[src/rtl/apb_requester_arbiter.sv]
// Round-robin arbiter that shares one APB requester among several local clients.
// Command fields are frozen at grant; completion is taken from the requester's Busy falling edge.
module apb_requester_arbiter #(
    parameter int DataWidth     = 32,
    parameter int AddrWidth     = 32,
    parameter int Slaves        = 4,
    parameter int Masters       = 3,
    parameter int TimeoutCycles = 256,
    localparam int StrbWidth    = DataWidth / 8,
    localparam int DecoSlaves   = (Slaves > 1) ? $clog2(Slaves) : 1,
    localparam int IdxW         = $clog2(Masters),
    localparam int CntW         = $clog2(TimeoutCycles + 1)
) (
    input  logic                          PCLK,
    input  logic                          PRESETn,
    input  logic [Masters-1:0]            Req,
    input  logic [Masters-1:0]            ReqWrite,
    input  logic [Masters*AddrWidth-1:0]  ReqAddr,
    input  logic [Masters*DecoSlaves-1:0] ReqSel,
    input  logic [Masters*DataWidth-1:0]  ReqData,
    input  logic [Masters*StrbWidth-1:0]  ReqStrb,
    output logic [Masters-1:0]            Grant,
    output logic [Masters-1:0]            Done,
    output logic [DataWidth-1:0]          RespData,
    output logic                          TimeoutErr,
    output logic                          Start,
    output logic                          RD,
    output logic                          WR,
    output logic [AddrWidth-1:0]          Addr,
    output logic [DecoSlaves-1:0]         Sel,
    output logic [DataWidth-1:0]          SendData,
    output logic [StrbWidth-1:0]          Strb,
    input  logic                          Busy,
    input  logic [DataWidth-1:0]          DataReceived
);

    typedef enum logic [1:0] {
        S_IDLE  = 2'd0,
        S_ISSUE = 2'd1,
        S_XFER  = 2'd2
    } state_t;

    state_t                  r_state;
    state_t                  w_next;
    logic [IdxW-1:0]         r_ptr;
    logic                    r_write;
    logic [AddrWidth-1:0]    r_addr;
    logic [DecoSlaves-1:0]   r_sel;
    logic [DataWidth-1:0]    r_wdata;
    logic [StrbWidth-1:0]    r_strb;
    logic [Masters-1:0]      r_grant;
    logic [Masters-1:0]      r_done;
    logic [DataWidth-1:0]    r_resp;
    logic [CntW-1:0]         r_cnt;
    logic                    r_terr;
    logic                    w_any;
    logic                    w_hit;
    logic [IdxW-1:0]         w_win;
    logic [IdxW-1:0]         w_cand;
    logic [Masters-1:0]      w_onehot;

    // Round-robin search: first requester strictly after the last winner, wrapping.
    always_comb begin
        w_any    = 1'b0;
        w_hit    = 1'b0;
        w_win    = {IdxW{1'b0}};
        w_cand   = {IdxW{1'b0}};
        w_onehot = {Masters{1'b0}};
        for (int i = 1; i <= Masters; i++) begin
            w_cand = IdxW'((int'(r_ptr) + i) % Masters);
            w_hit  = Req[w_cand] & ~w_any;
            w_win  = w_hit ? w_cand : w_win;
            w_any  = w_any | w_hit;
        end
        w_onehot[w_win] = 1'b1;
    end

    // State register.
    always_ff @(posedge PCLK or negedge PRESETn) begin
        if (!PRESETn) begin
            r_state <= S_IDLE;
        end else begin
            r_state <= w_next;
        end
    end

    // Next-state logic; completion is the first XFER cycle that sees Busy low.
    always_comb begin
        w_next = r_state;
        case (r_state)
            S_IDLE:  w_next = w_any ? S_ISSUE : S_IDLE;
            S_ISSUE: w_next = S_XFER;
            S_XFER:  w_next = Busy ? S_XFER : S_IDLE;
            default: w_next = S_IDLE;
        endcase
    end

    // Command strobes are a decode of the registered state.
    always_comb begin
        Start = 1'b0;
        RD    = 1'b0;
        WR    = 1'b0;
        case (r_state)
            S_ISSUE: begin
                Start = 1'b1;
                WR    = r_write;
                RD    = ~r_write;
            end
            default: begin
                Start = 1'b0;
            end
        endcase
    end

    // Grant-time field capture, timeout tracking and completion reporting.
    always_ff @(posedge PCLK or negedge PRESETn) begin
        if (!PRESETn) begin
            r_ptr   <= IdxW'(Masters - 1);
            r_write <= 1'b0;
            r_addr  <= {AddrWidth{1'b0}};
            r_sel   <= {DecoSlaves{1'b0}};
            r_wdata <= {DataWidth{1'b0}};
            r_strb  <= {StrbWidth{1'b0}};
            r_grant <= {Masters{1'b0}};
            r_done  <= {Masters{1'b0}};
            r_resp  <= {DataWidth{1'b0}};
            r_cnt   <= {CntW{1'b0}};
            r_terr  <= 1'b0;
        end else begin
            r_done <= {Masters{1'b0}};
            case (r_state)
                S_IDLE: begin
                    if (w_any) begin
                        r_ptr   <= w_win;
                        r_grant <= w_onehot;
                        r_write <= ReqWrite[w_win];
                        r_addr  <= ReqAddr[w_win*AddrWidth +: AddrWidth];
                        r_sel   <= ReqSel[w_win*DecoSlaves +: DecoSlaves];
                        r_wdata <= ReqData[w_win*DataWidth +: DataWidth];
                        r_strb  <= ReqStrb[w_win*StrbWidth +: StrbWidth];
                    end
                end
                S_XFER: begin
                    if (Busy) begin
                        // Counter saturates; the flag is raised, the transfer keeps going.
                        if (r_cnt != CntW'(TimeoutCycles)) begin
                            r_cnt <= r_cnt + 1'b1;
                        end
                        if (r_cnt == CntW'(TimeoutCycles - 1)) begin
                            r_terr <= 1'b1;
                        end
                    end else begin
                        r_done  <= r_grant;
                        r_grant <= {Masters{1'b0}};
                        r_cnt   <= {CntW{1'b0}};
                        if (!r_write) begin
                            r_resp <= DataReceived;
                        end
                    end
                end
                default: begin
                    r_cnt <= r_cnt;
                end
            endcase
        end
    end

    assign Grant      = r_grant;
    assign Done       = r_done;
    assign RespData   = r_resp;
    assign TimeoutErr = r_terr;
    assign Addr       = r_addr;
    assign Sel        = r_sel;
    assign SendData   = r_wdata;
    assign Strb       = r_strb;

endmodule

[config.mk]
export PLATFORM = sky130hd
export DESIGN_NAME = apb_requester_arbiter
export DESIGN_NICKNAME = d
export VERILOG_FILES = /design/src/rtl/apb_requester_arbiter.sv
export SDC_FILE = /design/constraint.sdc
export NUM_CORES = 1
export LEC_CHECK = 0
export ABC_AREA = 1
export CORE_AREA = 2 2 140 142
export DETAILED_ROUTE_END_ITERATION = 8
export DIE_AREA = 0 0 142 144
export PLACE_DENSITY = 0.76
export SYNTH_ARGS = -nofsm -noshare
export SYNTH_HDL_FRONTEND = slang
export SYNTH_SLANG_ARGS = --single-unit
[constraint.sdc]
create_clock -name PCLK -period 4.6 [get_ports PCLK]
set_input_delay 1.15 -clock PCLK [delete_from_list [all_inputs] [get_ports PCLK]]
set_output_delay 1.15 -clock PCLK [all_outputs]
set_load 0.02 [all_outputs]
Word level (Yosys, flattened, before mapping)
Index checks and enable logic that the tools add are counted.
{"block": "op_classes", "addsub": 4, "n_div": 3, "order_cmp": 5, "eq_ne": 7, "n_shift": 4, "muxes": 26, "bitwise_logic": 8, "n_reduce_logical": 8}
{"op": "$shiftx 96x8->32", "n": 2}
{"op": "$mod 32x3->32 const B", "n": 3}
{"op": "$mux 9", "n": 2}
{"op": "$lt 2x3->1 const B", "n": 4}
{"op": "$mux 3", "n": 4}
{"op": "$shiftx 12x5->4", "n": 1}
{"op": "$add 9x1->9 const B", "n": 1}
{"op": "$eq 9x8->1 const B", "n": 1}
{"op": "$mux 1", "n": 9}
{"op": "$ne 9x9->1 const B", "n": 1}
{"op": "$reduce_and 3->1", "n": 3}
{"op": "$bmux 1 s2", "n": 4}
{"op": "$mux 2", "n": 4}
{"op": "$add 2x2->3 const B", "n": 2}
{"op": "$pmux 2 s3", "n": 1}
{"op": "$pmux 3 s2", "n": 1}
{"op": "$shiftx 6x4->2", "n": 1}
{"op": "$ne 2x2->1 const B", "n": 2}
{"op": "$not 1->1", "n": 4}
{"op": "$reduce_and 2->1", "n": 2}
{"op": "$add 2x1->3 const B", "n": 1}
{"op": "$and 1x1->1", "n": 2}
{"op": "$demux 1 s2", "n": 1}
{"op": "$eq 2x1->1 const B", "n": 1}
{"op": "7 further kinds", "n": 8}
{"block": "totals", "regBits": 123, "input_bits": 251, "out_inout_bits": 112, "word_cells": 77}

Logic depth before layout (Yosys ltp)
Gate-level depths: netlist of run 1.
{"block": "logic_depth", "depth_word": 16, "ltp_mapped": 17}

Least setup slack after synthesis of run 1
Ideal clock, no wire load.
{"block": "synth_path", "path_type": "input to register", "start": "input Req[2]", "end": "register r_addr[30] (netlist: Addr[30])", "setup_ps": 124, "arrival_time_ps": 2241, "required_time_ps": 4476, "slack_ps": 2235, "path_stages": 11, "n_path_buf": 2, "cell_sequence": "inv_1 -> o21ai_0 -> nand2_1 -> nand2_2 -> nor2_4 -> nand2_2 -> nand2_2 -> buf_6 -> buf_6 -> o211ai_1 -> nand2_1"}
{"block": "synth_between", "elab_chain_cells": 9, "elab_cells_between_ends": 17, "cone_classes": "shift: 1; mux: 9; bitwise: 6; reduce/logical: 1"}
{"element": "start, declared", "line_no": "16", "text": "input logic [Masters-1:0] Req,"}
{"element": "$bmux 1 s2", "line_no": "71", "text": "w_hit = Req[w_cand] & ~w_any;"}
{"element": "$mux 1 (not written as such)", "line_no": "71"}
{"element": "$not 1->1", "line_no": "71"}
{"element": "$and 1x1->1", "line_no": "71"}
{"element": "$or 1x1->1", "line_no": "73", "text": "w_any = w_any | w_hit;"}
{"element": "$not 1->1", "line_no": "71"}
{"element": "$and 1x1->1", "line_no": "71"}
{"element": "$mux 2 / $or 1x1->1 (equally long branches)", "line_no": "72, 73"}
{"element": "$shiftx 96x8->32 / $reduce_and 2->1 (equally long branches)"}
{"element": "end signal, assigned", "line_no": "120", "text": "r_addr <= {AddrWidth{1'b0}};"}
{"element": "end signal, assigned", "line_no": "137", "text": "r_addr <= ReqAddr[w_win*AddrWidth +: AddrWidth];"}
{"element": "end, declared", "line_no": "47", "text": "logic [AddrWidth-1:0] r_addr;"}
Parallel ways exist; a longest one is shown, timed or not. The select of a mux whose other input is x is not followed.
A chain may end at the register's enable or synchronous reset.

Worst setup path after layout of run 1
{"block": "layout_path", "start": "input Req[1]", "end": "register r_strb[2] (netlist: Strb[2])"}
{"block": "layout_between", "elab_chain_cells": 9, "elab_cells_between_ends": 17, "cone_classes": "shift: 1; mux: 9; bitwise: 6; reduce/logical: 1"}
{"element": "$bmux 1 s2", "line_no": "71"}
{"element": "$mux 1 (not written as such)", "line_no": "71"}
{"element": "$not 1->1", "line_no": "71"}
{"element": "$and 1x1->1", "line_no": "71"}
{"element": "$or 1x1->1", "line_no": "73"}
{"element": "$not 1->1", "line_no": "71"}
{"element": "$and 1x1->1", "line_no": "71"}
{"element": "$mux 2 / $or 1x1->1 (equally long branches)", "line_no": "72, 73"}
{"element": "$shiftx 12x5->4 / $reduce_and 2->1 (equally long branches)"}
{"element": "end signal, assigned", "line_no": "123", "text": "r_strb <= {StrbWidth{1'b0}};"}
{"element": "end signal, assigned", "line_no": "140", "text": "r_strb <= ReqStrb[w_win*StrbWidth +: StrbWidth];"}
{"element": "end, declared", "line_no": "50", "text": "logic [StrbWidth-1:0] r_strb;"}
Parallel ways exist; a longest one is shown, timed or not. The select of a mux whose other input is x is not followed.

==> results.md, run 1 <==
* Crit-path max cell delay at 0.55 ns
* Largest net degree at the start of global routing at 124
* Die ar. at 20450 sq um
* Die width at 142 um
* Hold_sp: TimeoutErr$_DFFE_PN0P_
* Starting Density at 0.3681
* RSZ-0062 raised after global routing: false
* H-tree depth at 4
* Mapped Avg Cell Area at 7.609 sq um
* Site Rows at 51
* Least-Margin Pin Slew at 0.7915 ns
* DRC at 0
* Mapped Area at 7023 sq um
* CP Capture Type: flip-flop
* Most common cell after layout, fill and taps aside: clkdlybuf4s50_1
* Share of cells above drive strength 1 at 0.07300
* Status: complete, no violations
* Reg-to-reg slack, setup at 1.88 ns
* Hpwl dp at 16810 um
* Worst-path maximum fanout at 51
* Hold buffer count at CTS at 0
* Pwr dens at 764.6 nW/um^2
* Mean number of vias per cell at 4.861
* Mapped Cells at 923
* CP Cell Sequence: clkdlybuf4s50_1, nand2_1, nand2_1, nand2_1, nand2_1, inv_1, nor2_4, nand2_2, nand2_2, buf_12, nand2_1, o211ai_1, nand2_1
* Io pins at 363
* Hold Vio Cnt, Final at 0
* CP startpoint kind: primary input
* Min-Delay Path Class: flip-flop to flip-flop
* # nets final at 1519
* Slew HR at 0.4723
* Gpl congestion at 0.8998
* Most frequent cells in the layout: 361 x clkdlybuf4s50_1, 170 x inv_1, 151 x nand3_1
* Fin cells at 1513
* Family with the most delay on the worst path: simple AND/OR/NAND/NOR gates
* CTS Buf Count at 17
* IO buf count at 362
* CP Class: primary input to flip-flop
* First-pass GRT wire length at 36900 um
* Post-layout min period at 3.068 ns
* CTS tree: built
* TritonCTS Sinks at 123
* Worst-case reg-to-reg path depth at 15
* Max Slew Vio Count at 0
* Post-Place Cells at 1480
* CTS Buffer Depth at 2
* Post-DRT Antenna Nets at 0
* FMAX at 326.0 MHz
* Clk Latency, worst-skew pair at 0.42 ns
* Post-CTS Repair Setup Buffers at 0
* Distinct cells, synth at 28
* Buf+Inv Stages, Crit Path at 3
* Max Cap Viol at 0
* Power, Total at 8618 uW
* Worst path slowest cell: clkdlybuf4s50_1
* Chip height at 144 um
* Wire length per cell at 15.95 um
* Final wirelength at 24130 um
* Clock Pin Slew Worst Setup and Hold Paths at 0.06 ns
* Clock skew at 0.009041 ns
* Hold Path End: TimeoutErr$_DFFE_PN0P_
* Reg2reg start: r_ptr[1]$_DFFE_PN1P_
* FF-to-FF End: Strb[2]$_DFFE_PN0P_
* Total core area at 19080 sq um
* Vias post-DR at 7354
* Crit-path most repeated cell: nand2_1
* Root buffer selected by CTS: clkbuf_16
* WHS at 0.4656 ns
* Layout area overhead at 60.48%
* Fin Setup TNS at 0 ns
* CP required at 4.90 ns
* Grt total ovfl at 0
* Leakage at 0.005366 uW
* Antenna violations before repair at 1
* Syn Nets at 1181
* Seq/Total Area, Yosys at 0.4384
* Initial DRC Count at 479
* Crit path DAT at 3.36 ns
* Peak supply drop at 557.4 uV
* Fillers at 1740
* Vias in the first global route at 7202
* Total iterations of the first detailed-routing run at 5
* Final Cycle Share at 0.6669
* #FFs+latches synth at 123
* GR Util All Layers at 0.2317
* Final setup vio count at 0
* WHS Path Cells at 1
* CTS resizes at 0
* Syn. warnings at 0
[flip-flops by register name, summed over array words and instances, names as in the netlist]
register,count
r_cnt,9
r_write,1
r_ptr,2
Grant,3
Done,3
SendData,32
Addr,32
Sel,2
TimeoutErr,1
Strb,4
r_state,2
RespData,32
[Yosys cell counts]
cell	instances	area share
a21o_1	1	0.0011
buf_4	6	0.0064
o22ai_1	1	0.00089
nor3_1	5	0.0036
buf_6	17	0.027
nor2_1	84	0.045
a31oi_1	1	0.00089
nor4_1	2	0.0018
buf_1	3	0.0016
o31ai_1	2	0.0021
a21oi_1	134	0.095
buf_2	24	0.017
dfstp_2	1	0.0037
ha_1	7	0.012
nand2_2	6	0.0053
inv_2	3	0.0016
nand3_1	151	0.11
dfrtp_1	122	0.43
xor2_1	2	0.0025
clkbuf_1	6	0.0032
nand3_2	1	0.0014
o211ai_1	6	0.0064
nor2_2	1	0.00089
inv_1	171	0.091
nand2_1	124	0.066
mux2_2	32	0.051
nor2_4	1	0.0016
o21ai_0	9	0.0064
[metal layers]
layer  vias to the layer above  wire, um  GRT usage
met2                       301     11690     0.3870
met4                         0       642    0.09053
met5                         -         0          0
met1                      3394     10010     0.2890
met3                        41      1792    0.05861
li1                       3618         -          -
[worst register-to-register path: cells and delay by family, from the launching register on]
kind                       cells  cell delay (ns)
AOI/OAI and AO/OA              1             0.11
DFF                            1             0.54
adders and majority gates      1             0.22
buffers and inverters          4             0.62
and+or+nand+nor                9             1.09
[area by class of cell]
| cell class | instances | area (sq um) | share of cell area |
|---|---|---|---|
| repair buffers | 375 | 3744 | 0.3321 |
| flip-flops and latches | 123 | 3079 | 0.2732 |
| multi-input cells | 570 | 2903 | 0.2575 |
| inverters | 174 | 653.1 | 0.05795 |
| clock buffers | 17 | 425.4 | 0.03774 |
| well taps | 238 | 297.8 | 0.02642 |
| clock inverters | 15 | 166.4 | 0.01476 |
| diodes | 1 | 2.502 | 0.0002220 |
[through the flow]
step                      cell area [sq um]  setup slack [ns]    util
after detailed placement              10680             1.109  0.5596
final                                 11270             1.532  0.5907
after floorplan                        7023             2.235       -
after global routing                  11270             1.302  0.5906
after global placement                10680             1.187  0.5596
after CTS                             11270             1.558  0.5906
[where the power goes]
group	internal (uW)	leakage, uW	total (uW)	switching, uW
Sequential	1630	0.00145	1930	297
Clock	805	0.000274	1350	549
Combinational	2110	0.00364	5330	3230
Total	4550	0.00537	8620	4070
[cell families (layout without fill, tap and decap cells)]
logic type	after synthesis	after routing	synth area share
fa+ha+maj	7	7	0.01247
mux	32	32	0.05131
compound gates	154	154	0.1133
other cells	0	1	0
xor+xnor	2	2	0.002495
buf+inv	230	581	0.1486
flops	123	123	0.4384
simple gates	375	375	0.2334
[worst max-delay path by stage]
stage | from | to | slack, ns | depth (start not counted)
after floorplan | Req[2] | Addr[30]$_DFFE_PN0P_ | 2.23 | 11
after global placement | Req[2] | Strb[2]$_DFFE_PN0P_ | 1.19 | 11
after detailed placement | Req[2] | Strb[1]$_DFFE_PN0P_ | 1.11 | 11
after CTS | Req[1] | Strb[2]$_DFFE_PN0P_ | 1.56 | 13
after global routing | Req[2] | Strb[2]$_DFFE_PN0P_ | 1.30 | 11
final | Req[1] | Strb[2]$_DFFE_PN0P_ | 1.53 | 13
No activity file was read; power rests on OpenSTA's default activity.
==> inputs of run 2 (changes only) <==
clock period = 2.95 ns   (was 4.6 ns; I/O delays follow)
==> results.md, run 2 (synthesis results as in run 1) <==
* Setup WS pre-CTS at 0.1951 ns (-0.9141 ns)
* Root buffer selected by CTS: clkbuf_16
* Peak supply drop at 766.5 uV (+38%)
* CTS Buffer Depth at 2 (unchanged)
* First-pass GRT wire length at 38050 um (+3.1%)
* Final setup vio count at 0 (unchanged)
* Initial DRC Count at 418 (-13%)
* Post-CTS Repair Setup Buffers at 0 (unchanged)
* Wire length per cell at 16.23 um (+1.8%)
* Grt total ovfl at 0 (unchanged)
* Gpl congestion at 0.9268 (+3.0%)
* Crit. path cell count at 4 (-9)
* Setup WS post-layout at 0.4179 ns (-1.114 ns)
* Area of the multi-input gates at 2903 sq um (unchanged)
* Crit-path most repeated cell: nor2_1
* CP Cell Sequence: nor2_1, inv_1, nor2_1, clkdlybuf4s50_1
* Max Cap Viol at 0 (unchanged)
* Most frequent cells in the layout: 361 x clkdlybuf4s50_1, 170 x inv_1, 151 x nand3_1
* FF-to-FF End: r_write$_DFFE_PN0P_
* Reg2reg start: r_ptr[1]$_DFFE_PN1P_
* Starting Density at 0.3681 (unchanged)
* Final wirelength at 24710 um (+2.4%)
* CP Capture Type: primary output
* DRC at 0 (unchanged)
* Sequential cell area at 3079 sq um (unchanged)
* Mean number of vias per cell at 4.852 (-0.19%)
* Fillers at 1700 (-2.3%)
* Post-Place Cells at 1488 (+0.54%)
* Die ar. at 20450 sq um (unchanged)
* # nets final at 1527 (+0.53%)
* CTS tree: built
* Site Rows at 51 (unchanged)
* Final Cycle Share at 0.8583
* Crit path from: r_state[1]$_DFF_PN0_
* Antenna violations before repair at 2 (+1)
* CTS Buf Count at 17 (unchanged)
* Total iterations of the first detailed-routing run at 5 (unchanged)
* Clock skew at 0.008721 ns (-0.0003204 ns)
* FMAX at 394.9 MHz
* Largest net degree at the start of global routing at 61 (-51%)
* Share of cells above drive strength 1 at 0.07878 (+0.005785)
* Hpwl dp at 18020 um (+7.2%)
* Worst path slowest cell: clkdlybuf4s50_1
* Reg-to-reg slack, setup at 0.54 ns (-1.34 ns)
* Io pins at 363 (unchanged)
* Worst-case reg-to-reg path depth at 15 (unchanged)
* TritonCTS Sinks at 123 (unchanged)
* Die width at 142 um (unchanged)
* Leakage at 0.005473 uW (+2.0%)
* Clock Pin Slew Worst Setup and Hold Paths at 0.06 ns (about the same)
* Clk Latency, worst-skew pair at 0.42 ns (about the same)
* Family with the most delay on the worst path: buffers and inverters
* Min-Delay Path Class: primary input to async pin
* Vias post-DR at 7384 (+0.41%)
* Status: complete, no violations
* Crit path to: WR
* CP required at 2.21 ns (-2.69 ns)
* Hold Vio Cnt, Final at 0 (unchanged)
* GR Util All Layers at 0.2403 (+0.008618)
* H-tree depth at 4 (unchanged)
* Pwr dens at 1218 nW/um^2 (+59%)
* IO buf count at 362 (unchanged)
* Post-layout min period at 2.532 ns
* RSZ-0062 raised after global routing: false
* CTS resizes at 0 (unchanged)
* Fin Setup TNS at 0 ns (unchanged)
* Most common cell after layout, fill and taps aside: clkdlybuf4s50_1
* Layout area overhead at 63.10%
* Vias in the first global route at 7288 (+1.2%)
* Worst-path maximum fanout at 3 (-94%)
* Fin cells at 1522 (+0.59%)
* CP Class: flip-flop to primary output
* Chip height at 144 um (unchanged)
* Crit-path max cell delay at 0.64 ns (+0.09 ns)
* Max Slew Vio Count at 0 (unchanged)
* CP startpoint kind: flip-flop
* Slew HR at 0.5618 (+0.08948)
* Post-DRT Antenna Nets at 0 (unchanged)
* Hold buffer count at CTS at 0 (unchanged)
* Buf+Inv Stages, Crit Path at 2 (-1)
* Total core area at 19080 sq um (unchanged)
* Crit path DAT at 1.79 ns (-1.57 ns)
* Least-Margin Pin Slew at 0.6573 ns (-0.1342 ns)
[run 2: cell types whose count changed in the layout (fill, tap and decap cells not counted)]
cell,change
buf_12,+7
buf_4,+1
bufinv_16,+1
clkinv_2,-1
clkinv_4,-1
clkinvlp_4,-5
diode_2,+1
inv_6,+5
inv_8,+1
[run 2: worst register-to-register path: stages (launching register included)]
cell	delay, ns
dfstp_2	0.55
inv_1	0.07
ha_1	0.22
inv_1	0.15
nand2_1	0.07
nand2_1	0.05
nand2_1	0.05
nand2_1	0.07
inv_1	0.08
nor2_4	0.14
nand2_2	0.12
nand2_2	0.13
buf_4	0.30
nand2_1	0.09
nand3_1	0.13
a21oi_1	0.08
[run 2: final cells by class]
class,instances,share of cell area
multi-input combinational,570,0.2534
inverter,174,0.05702
antenna,2,0.0004369
sequential,123,0.2688
tap,238,0.02600
clock buffer,17,0.03714
clock inverter,15,0.01748
timing repair buffer,383,0.3397
[run 2: metrics by stage]
step	util	area, sq um	hold WS [ns]	total power (uW)
3_3_place_gp	0.5673	10820	0.4416	11560
4_1_cts	0.6001	11450	0.3530	14030
3_5_place_dp	0.5673	10820	0.4491	11720
5_1_grt	0.6002	11450	0.3810	14970
6_report	0.6004	11450	0.3362	13950
2_1_floorplan	-	7023	0.4419	8551
[run 2: power by group]
part           total [uW]  leakage (uW)  switching [uW]  internal (uW)
combinational        8700       0.00372            5140           3560
clock                2240      0.000308             877           1360
sequential           3010       0.00145             463           2550
total               14000       0.00547            6480           7470
[run 2: worst min path at each step]
stage,from,endpoint
2_1_floorplan,PRESETn,Addr[0]$_DFFE_PN0P_
5_1_grt,PRESETn,Addr[1]$_DFFE_PN0P_
3_3_place_gp,TimeoutErr$_DFFE_PN0P_,TimeoutErr$_DFFE_PN0P_
3_5_place_dp,TimeoutErr$_DFFE_PN0P_,TimeoutErr$_DFFE_PN0P_
6_report,PRESETn,Addr[1]$_DFFE_PN0P_
4_1_cts,PRESETn,Addr[1]$_DFFE_PN0P_
[run 2: layer usage]
| metal | GRT usage | up-vias | share of wire |
|---|---|---|---|
| met3 | 0.06358 | 46 | 0.076 |
| met2 | 0.4068 | 307 | 0.48 |
| met5 | 0 | - | 0 |
| li1 | - | 3637 | - |
| met4 | 0.08842 | 0 | 0.028 |
| met1 | 0.2957 | 3394 | 0.41 |
==> edit 1 (settings of run 2) <==
One comparison of `r_cnt` changes from == to >=.
--- a/src/rtl/apb_requester_arbiter.sv
+++ b/src/rtl/apb_requester_arbiter.sv
@@ -146,7 +146,7 @@
                         if (r_cnt != CntW'(TimeoutCycles)) begin
                             r_cnt <= r_cnt + 1'b1;
                         end
-                        if (r_cnt == CntW'(TimeoutCycles - 1)) begin
+                        if (r_cnt >= CntW'(TimeoutCycles - 1)) begin
                             r_terr <= 1'b1;
                         end
                     end else begin
Formal check against the unedited RTL: no difference found for any inputs over 4 cycles, from zero or initial values and one cycle with PRESETn low; that may be too few to reach the edited logic, so the function may still have changed.
==> edit 1 against run 2 <==
Sequential power down 2%. Sequential cell count did not move. Routed wire length fell by 1.9%. Global-route usage down 0.32 points. Worst hold slack lost 0.067 ns. Area after synthesis is 0.69% lower. Final area shrank 0.14%. Setup slack got worse by 0.0030 ns. Power fell by 0.72%.
==> edit 1: results (changes against run 2) <==
[logic_synthesis]
ys_seq_area_share_pct=44.15  ; was 43.84%
syn-num-nets=1177  ; was 1181
synthCells=919  ; was 923
synthTopCellsByCount=170 x inv_1, 151 x nand3_1, 133 x a21oi_1  ; was 171 x inv_1, 151 x nand3_1, 134 x a21oi_1
synth.area.top_cells=dfrtp_1 44%, nand3_1 11%, a21oi_1 9.5%  ; was dfrtp_1 43%, nand3_1 11%, a21oi_1 9.5%
synth_cell_types=31  ; was 28

[global_route]
grt_max_degree=68  ; was 61
antenna_found_initial=0  ; was 2
grt_pass1_vias=7298  ; was 7288
grt_pass1_wl_mm=37.69  ; was 38.05 mm

[place]
post-dp-hpwl_mm=17.84  ; was 18.02 mm
globalplace.congestion=0.8490  ; was 0.9268
post-place-ws_ns=0.1366  ; was 0.1951 ns
dp.cells=1484  ; was 1488
place_area_mm2=0.01083  ; was 0.01082 mm2

[route]
first_pass_iters=4  ; was 5
avgViaCountPerCell=4.927  ; was 4.852
wl_per_cell_um=16.00  ; was 16.23 um
drtIter0Drc=327  ; was 418
vias=7470  ; was 7384

[sta]
worst_clock_skew_ns=0.009027  ; was 0.008721 ns
relSlewSlack_pct=68.71  ; was 56.18%

[clock_network]
numCtsBuffers=17  ; unchanged

[power_and_ir_drop]
ir_drop_mv=0.8379  ; was 0.7665 mV
leakage_nw=5.443  ; was 5.473 nW

[critical_path]
critPathMaxStageDelay_ns=0.62  ; was 0.64 ns

[run_status]
status=complete, no violations  ; unchanged

[finish]
layout-drive-gt1-share_pct=7.903  ; was 7.878%
diodes=0  ; was 2

-- edit 1: path summary, 6_finish.rpt --
| check | start | to | slack [ns] | cells past startpoint |
|---|---|---|---|---|
| max | r_state[1] | RD | 0.41 | 4 |
| min | PRESETn | SendData[9] | 0.27 | 1 |
| max reg2reg | r_ptr[1] | SendData[7] | 0.52 | 10 |
| min reg2reg | TimeoutErr | TimeoutErr | 0.47 | 1 |
| max in group asynchronous | PRESETn | Addr[0] | 1.93 | 2 |
| min in group PCLK | TimeoutErr | TimeoutErr | 0.47 | 1 |
-- edit 1: metal layers --
layer / part of all wire, % / routed length [um] / GRT usage (%)
met5: 0 / 0 / 0
met4: 2.7 / 656 / 10.05
met3: 8.4 / 2027 / 7.483
met2: 49 / 11810 / 40.43
met1: 40 / 9753 / 27.65
-- edit 1: final cells by class --
type	count	area (um2)
fill	1686	7641
timing repair buffer	382	3896
tap	238	297.8
multi-input combinational	567	2908
clock buffer	20	466.7
sequential	123	3079
clock inverter	12	137.6
inverter	174	653.1
-- edit 1: cell families (layout without fill, tap and decap cells) --
| kind of cell | Yosys count | count (layout) | share of synthesized area [%] |
|---|---|---|---|
| AO/OA/AOI/OAI | 158 | 158 | 11.84 |
| XOR/XNOR | 2 | 2 | 0.2512 |
| adder cells (fa/ha/maj) | 7 | 7 | 1.256 |
| buffers and inverters | 229 | 588 | 14.30 |
| flip-flops | 123 | 123 | 44.15 |
| multiplexers | 32 | 32 | 5.167 |
| AND/OR/NAND/NOR | 368 | 368 | 23.04 |
-- edit 1: power breakdown --
group / internal [mW] / switching (mW)
Sequential: 2.53 / 0.411
Combinational: 3.62 / 5.16
Clock: 1.32 / 0.811
Total: 7.47 / 6.38
==> edit 2 (flow settings as in run 2) <==
Without the edit above. `TimeoutCycles`: 256 -> 512.
--- a/src/rtl/apb_requester_arbiter.sv
+++ b/src/rtl/apb_requester_arbiter.sv
@@ -5,7 +5,7 @@
     parameter int AddrWidth     = 32,
     parameter int Slaves        = 4,
     parameter int Masters       = 3,
-    parameter int TimeoutCycles = 256,
+    parameter int TimeoutCycles = 512,
     localparam int StrbWidth    = DataWidth / 8,
     localparam int DecoSlaves   = (Slaves > 1) ? $clog2(Slaves) : 1,
     localparam int IdxW         = $clog2(Masters),
Behaviour: same outputs for any inputs over 4 cycles, from zero or initial values and one cycle with PRESETn low; that may be too few to reach the edited logic, so the function may still have changed.
==> edit 2 against run 2 <==
Die area stayed put. Worst hold slack worse by 0.081 ns. Register-to-register slack better by 0.06 ns. Power is 7.8% higher. Setup slack better by 0.047 ns. Critical path depth stayed put. Routed wire length hardly changed. Sequential cell count is 1 higher. Sequential share of layout area is 0.93 points lower. Highest routed layer unchanged. Area after synthesis is 6.5% higher. Final area is 4.4% higher. Largest cell class unchanged. Synthesized cell count is 0.33% lower.
==> edit 2: results (changes against run 2) <==
[logic_synthesis]
syn-num-nets=1177  ; was 1181
synth.area.top_cells=dfrtp_1 41%, a21oi_2 14%, nand3_1 10%  ; was dfrtp_1 43%, nand3_1 11%, a21oi_1 9.5%
synthCells=920  ; was 923
synthTopCellsByCount=166 x inv_1, 151 x nand3_1, 123 x dfrtp_1  ; was 171 x inv_1, 151 x nand3_1, 134 x a21oi_1
synth-compound-area-share_pct=16.78  ; was 11.33%
synthMuxAreaShare_pct=4.817  ; was 5.131%
ys_seq_area_share_pct=41.50  ; was 43.84%
synth_top_area_share_pct=41.14  ; was 43.47%
synth_cell_types=33  ; was 28
synth_fa_ha_area_share_pct=1.004  ; was 1.247%
synth_xor_area_share_pct=0.2342  ; was 0.2494%

[global_route]
antenna_found_initial=0  ; was 2
grt_pass1_vias=7075  ; was 7288
grt_max_degree=68  ; was 61
grtUsageTotal_pct=23.85  ; was 24.03%
met2_usage_pct=42.72  ; was 40.68%
grt_pass1_wl_mm=37.51  ; was 38.05 mm
met1_usage_pct=26.94  ; was 29.57%
use_met3_pct=7.748  ; was 6.358%

[route]
avgViaCountPerCell=4.861  ; was 4.852
drtIter0Drc=297  ; was 418
wl_per_cell_um=16.25  ; was 16.23 um
wirelength_mm=24.69  ; was 24.71 mm
first_pass_iters=4  ; was 5

[place]
place_area_mm2=0.01134  ; was 0.01082 mm2
post-place-ws_ns=0.1985  ; was 0.1951 ns
post-dp-hpwl_mm=18.61  ; was 18.02 mm

[critical_path]
reg2reg_depth=9  ; was 15
critPathMaxStageDelay_ns=0.61  ; was 0.64 ns
cp.arrival_ns=1.75  ; was 1.79 ns

[power_and_ir_drop]
powerClk_mw=2.18  ; was 2.24 mW
leakage_nw=5.505  ; was 5.473 nW
pg_seq_mw=2.97  ; was 3.01 mW
ir_drop_mv=0.8606  ; was 0.7665 mV
p_sw_mw=7.066  ; was 6.484 mW

[sta]
worst_clock_skew_ns=0.01033  ; was 0.008721 ns
slew_violations=0  ; unchanged
relSlewSlack_pct=65.01  ; was 56.18%

[finish]
fill_cells=1630  ; was 1700
nets=1525  ; was 1527
diodes=0  ; was 2

[run_status]
status=complete, no violations  ; unchanged

edit 2: cell count changes in the layout (fill, tap and decap cells not counted), moves of 4 or more:
cell / change
a21oi_1: -118
inv_1: -5
nand2_1: -4
nand2_2: -4
a21oi_2: +118
inv_6: -5
edit 2: kinds of logic after synthesis:
| logic type | Yosys count |
|---|---|
| AOI/OAI and AO/OA | 157 |
| xor gates and xnor gates | 2 |
| adders and majority gates | 6 |
| buffers and inverters | 226 |
| and+or+nand+nor | 373 |
| DFF | 124 |
| muxes | 32 |
edit 2: cell type report:
cell class	instances	area, um2	share of cell area [%]
clock buffers	17	425.4	3.556
clock inverters	15	191.4	1.600
inverters	170	638.1	5.335
multi-input cells	570	3361	28.10
flip-flops and latches	124	3104	25.95
well taps	238	297.8	2.490
repair buffers	385	3944	32.97
edit 2: stage by stage:
step	utilization, %	total power [mW]	hold slack (ns)
after floorplan	-	9.485	0.4419
after global placement	59.46	12.77	0.4529
after detailed placement	59.46	12.95	0.4641
after CTS	62.69	15.18	0.2600
after global routing	62.69	16.06	0.2759
final	62.69	15.05	0.2549
edit 2: metal layers:
layer | vias up | part of all wire [%] | wire length [um]
met3 | 32 | 8.2 | 2023
met1 | 3424 | 39 | 9507
met2 | 302 | 51 | 12610
met4 | 0 | 2.2 | 548
met5 | - | 0 | 0
li1 | 3626 | - | -
edit 2: worst paths after layout:
check                      startpoint           end  slack (ns)
hold reg to reg            TimeoutErr    TimeoutErr        0.48
max in group asynchronous     PRESETn      Addr[17]        1.96
setup / recovery           r_state[1]            RD        0.46
setup reg to reg             r_ptr[1]      Grant[1]        0.60
min in group PCLK          TimeoutErr    TimeoutErr        0.48
hold / removal                PRESETn  SendData[10]        0.25
